--- src/rtl/queue_enq_arbiter_pkg.sv ---
// Shared CPU types for arbiters sitting in front of shared queues.
package queue_enq_arbiter_pkg;

    typedef enum logic {ARB_RUN, ARB_FLUSH} arb_state_t;

    function automatic int unsigned ptr_width(input int unsigned n);
        return (n > 1) ? $clog2(n) : 1;
    endfunction

endpackage

--- src/rtl/queue_enq_arbiter_rr_pick.sv ---
// Combinational round-robin picker: first valid index at or after ptr, wrapping.
module queue_enq_arbiter_rr_pick
    import queue_enq_arbiter_pkg::*;
#(
    parameter int unsigned N  = 4,
    parameter int unsigned PW = ptr_width(N)
) (
    input  logic [N-1:0]  valid,
    input  logic [PW-1:0] ptr,
    output logic [N-1:0]  grant,
    output logic [PW-1:0] index,
    output logic          any
);

    always_comb begin
        int unsigned idx;
        logic [PW-1:0] sel;
        idx   = 0;
        sel   = '0;
        grant = '0;
        index = '0;
        any   = 1'b0;
        for (int unsigned k = 0; k < N; k++) begin
            idx = 32'(ptr) + k;
            if (idx >= N) idx = idx - N;
            sel = PW'(idx);
            if (!any && valid[sel]) begin
                any        = 1'b1;
                grant[sel] = 1'b1;
                index      = sel;
            end
        end
    end

endmodule

--- src/rtl/queue_enq_arbiter.sv ---
// Round-robin enqueue arbiter and credit tracker in front of a shared circular queue.
module queue_enq_arbiter
    import queue_enq_arbiter_pkg::*;
#(
    parameter int unsigned WIDTH = 32,
    parameter int unsigned N_REQ = 4,
    parameter int unsigned DEPTH = 8,
    parameter int unsigned CW    = $clog2(DEPTH + 1),
    parameter int unsigned PW    = ptr_width(N_REQ)
) (
    input  logic                   clk,
    input  logic                   rst,
    input  logic [N_REQ-1:0]       req_valid,
    input  logic [N_REQ*WIDTH-1:0] req_data,
    output logic [N_REQ-1:0]       req_grant,
    input  logic                   cons_ready,
    input  logic                   flush,
    output logic                   q_enq,
    output logic                   q_deq,
    output logic [WIDTH-1:0]       q_in,
    input  logic [WIDTH-1:0]       q_out,
    output logic                   out_valid,
    output logic [WIDTH-1:0]       out_data,
    output logic [CW-1:0]          count,
    output logic                   busy
);

    arb_state_t    state_q, state_d;
    logic [CW-1:0] count_q, count_d;
    logic [PW-1:0] rr_ptr_q, rr_ptr_d;
    logic          deq_q;

    logic [N_REQ-1:0] pick_grant;
    logic [PW-1:0]    pick_idx;
    logic             pick_any;

    queue_enq_arbiter_rr_pick #(
        .N  (N_REQ),
        .PW (PW)
    ) u_rr_pick (
        .valid (req_valid),
        .ptr   (rr_ptr_q),
        .grant (pick_grant),
        .index (pick_idx),
        .any   (pick_any)
    );

    always_comb begin
        state_d   = state_q;
        rr_ptr_d  = rr_ptr_q;
        req_grant = '0;
        q_enq     = 1'b0;
        q_deq     = 1'b0;
        q_in      = '0;
        if (!rst) begin
            case (state_q)
                ARB_RUN: begin
                    if (flush) begin
                        state_d = ARB_FLUSH;
                    end else begin
                        // Full blocks grants even if a deq frees a slot this cycle.
                        if (pick_any && count_q != CW'(DEPTH)) begin
                            req_grant = pick_grant;
                            q_enq     = 1'b1;
                            q_in      = req_data[pick_idx*WIDTH +: WIDTH];
                            rr_ptr_d  = (pick_idx == PW'(N_REQ - 1)) ? '0 : pick_idx + 1'b1;
                        end
                        q_deq = cons_ready && (count_q != '0);
                    end
                end
                ARB_FLUSH: begin
                    q_deq = (count_q != '0);
                    if (count_q == '0) state_d = ARB_RUN;
                end
                default: state_d = ARB_RUN;
            endcase
        end
        count_d = count_q + CW'(q_enq) - CW'(q_deq);
    end

    always_ff @(posedge clk) begin
        if (rst) begin
            state_q  <= ARB_RUN;
            count_q  <= '0;
            rr_ptr_q <= '0;
            deq_q    <= 1'b0;
        end else begin
            state_q  <= state_d;
            count_q  <= count_d;
            rr_ptr_q <= rr_ptr_d;
            // Entries drained by a flush are never presented to the consumer.
            deq_q    <= q_deq && (state_q == ARB_RUN);
        end
    end

    assign out_valid = deq_q;
    assign out_data  = q_out;
    assign count     = count_q;
    assign busy      = (state_q == ARB_FLUSH);

endmodule

--- config.mk ---
export PLATFORM = sky130hd
export DESIGN_NAME = queue_enq_arbiter
export DESIGN_NICKNAME = d
export VERILOG_FILES = /design/src/rtl/queue_enq_arbiter_pkg.sv /design/src/rtl/queue_enq_arbiter_rr_pick.sv /design/src/rtl/queue_enq_arbiter.sv
export SDC_FILE = /design/constraint.sdc
export NUM_CORES = 1
export LEC_CHECK = 0
export ABC_CLOCK_PERIOD_IN_PS = 4700
export BUFFER_PORTS_ARGS = -buffer_cell sky130_fd_sc_hd__buf_2
export CORE_AREA = 3 3 93 95
export CTS_BUF_LIST = sky130_fd_sc_hd__clkbuf_8 sky130_fd_sc_hd__clkbuf_16
export DETAILED_ROUTE_END_ITERATION = 7
export DIE_AREA = 0 0 96 98
export PLACE_DENSITY = 0.68
export SLEW_MARGIN = 20
export SYNTH_ARGS = -nofsm -noshare
export SYNTH_HDL_FRONTEND = slang
export SYNTH_SLANG_ARGS = --single-unit
export TNS_END_PERCENT = 10
--- constraint.sdc ---
create_clock -name clk -period 4.7 [get_ports clk]
set_input_delay 0 -clock clk [delete_from_list [all_inputs] [get_ports clk]]
set_output_delay 0 -clock clk [all_outputs]
set_load 0.03 [all_outputs]
==> metrics.yaml <==
status: "completed"
syn_avg_cell_area_um2: 8.807
die_area_um2: 9408
io_buffers: 179
die_w_um: 96
cts_buffers: 3
synth_seq_cells: 8
cts_hold_buf: 0
hpwl_mm: 6.244
die-height_um: 98
area_growth_syn_to_layout_pct: 28.19
ys_warn_count: 0
hold_path_class: "input pin to primary output"
cts-resized-gates: 0
post-route-period-util_pct: 83.22
crit_chain: "inv_2 > ha_1 > mux4_2 > a211oi_2 > o21ai_4 > buf_12 > mux2i_1 > o22ai_1 > buf_2"
async_reset_ff_share_pct: 0
grt_pass1_vias: 2296
routed-via-count: 2384
slew_viol_final: 0
worst-path-max-fanout: 41
end_kind: "primary output"
clock.fmax_mhz: 255.7
dr.pass1.iters: 4
crit_type: "flop to primary output"
grt_pass1_wl_mm: 11.30
syn_nets: 441
cp_data_required_time_ns: 4.70
final_cell_mix: "179 x buf_2, 67 x mux2i_1, 35 x o22ai_1"
wl_per_cell_um: 15.38
grt_max_degree: 42
cts-root-buf: "clkbuf_8"
htreeDepth: 1
r2r_setup_slack_ns: 1.25
leakage_nw: 1.789
synthFlopType: "dfxtp_1"
final_core_utilization_pct: 37.31
crit_arrival_ns: 3.91
cts_buffer_depth: 2
synth_seq_area_share_pct: 7.048
clk_pin_slew_ns: 0.04
cpPeakStageDelay_ns: 0.69
r2r_start: "rr_ptr_q[0]"
finalClockSkew_ns: 0.005860
maxCapViolCount: 0
placementRows: 32
cts.sinks: 8
synth_edf_count: 0
layout-drive-gt1-share_pct: 51.03
core-area_um2: 7807
wirelength_mm: 7.553
drtIter0Drc: 55
powerDensity_nw_per_um2: 442.7
fin_crit_ns: 3.911
yosys-top-cells-area: "mux2i_1 30%, buf_4 11%, o22ai_1 9.6%, ha_1 7.7%, dfxtp_1 7.0%"
initial_utilization_pct: 29.10
synth_top_cell_by_area: "mux2i_1"
syn_area_um2: 2272
cts_tree: "built"
maxSlewHeadroom_pct: 43.58
ir_drop_mv: 0.2604
synth_cells: 258
nets: 573
ys_types: 48
drc: 0
finalSetupViolCount: 0
hp-start: "q_out[0]"
synth.top_cell.area_share_pct: 29.52
gp_congestion: 0.8292
cts_setup_buffers: 0
clkLatencyLatePin_ns: 0.23
antenna_found_initial: 2
startpoint: "rr_ptr_q[0]"
grt_use_total_pct: 14.70
ios: 244
grt_overflow: 0
slowest_stage: "dfxtp_1"
critPathLaunchType: "flop"
vias_per_cell: 4.855
ant_nets: 0
rsz0062_at_grt: "no"
layout_commonest_cell: "buf_2"
worst_slew_pin_slew_ns: 0.8431
hold_viol_final: 0
fin_setup_tns_ns: 0
==> layer usage <==
metal / vias up / GRT usage [%] / wire, um
met3: 14 / 2.928 / 683
met5: - / 0 / 13
li1: 1183 / - / -
met1: 1079 / 18.37 / 3132
met4: 2 / 3.829 / 74
met2: 106 / 25.33 / 3649
==> critical path, delay by kind of cell, from the launching register on <==
kind | cells | cell delay [ns]
AOI/OAI and AO/OA | 3 | 0.92
buffers and inverters | 3 | 0.81
muxes | 2 | 0.77
DFF | 1 | 0.69
adders and majority gates | 1 | 0.48
==> registers in the layout (all words and copies together) (netlist names) <==
register	flops
count	4
out_valid	1
rr_ptr_q	2
busy	1
==> synthesized netlist by cell type, drive strengths merged, types with 2 or more instances <==
master / n
mux2i: 67
buf: 52
o22ai: 35
nor2: 18
ha: 14
inv: 12
dfxtp: 8
a21oi: 4
a221oi: 4
a22oi: 4
nand2b: 4
mux4: 3
nor2b: 3
xnor2: 3
a211o: 2
a211oi: 2
clkbuf: 2
mux2: 2
nand2: 2
nor3: 2
o21ai: 2
==> cell families after synthesis <==
kind of cell,count (synthesis),share of synthesized area (%)
DFF,8,7.048
buffers and inverters,66,22.30
muxes,72,33.65
and+or+nand+nor,34,8.260
AOI/OAI and AO/OA,59,18.61
xor gates and xnor gates,4,1.542
adders and majority gates,15,8.590
==> per-stage QoR <==
stage | hold WS, ns | cell area (um2) | total power, mW | std cells | worst slack, ns
floorplan | 0.07788 | 2272 | 1.125 | 258 | 1.742
global placement | 0.0002048 | 2869 | 1.190 | 487 | 1.186
detailed placement | 0.0002048 | 2869 | 1.211 | 487 | 1.022
CTS | 0.0002048 | 2910 | 1.297 | 490 | 0.7708
global route | 0.00004347 | 2913 | 1.394 | 491 | 0.5419
finish | 0.00001160 | 2913 | 1.290 | 491 | 0.7888
==> area by class of cell <==
type	instances	area, um2
diodes	1	2.502
clock buffers	3	41.29
fillers	812	4895
inverters	12	45.04
multi-input cells	184	1613
flip-flops and latches	8	160.2
well taps	102	127.6
repair buffers	181	923.4
==> final timing paths <==
kind / endpoint / cells past startpoint
setup / recovery: q_in[7] / 9
hold / removal: out_data[0] / 0
setup reg to reg: rr_ptr_q[1] / 8
hold reg to reg: out_valid / 1
==> report_power, final <==
| group | switching (mW) | leakage (nW) | internal, mW |
|---|---|---|---|
| clock network | 0.0263 | 0.0216 | 0.0554 |
| logic | 0.613 | 1.70 | 0.465 |
| registers | 0.0400 | 0.0659 | 0.0900 |
| total | 0.679 | 1.79 | 0.610 |
(Power assumes the default switching activity.)
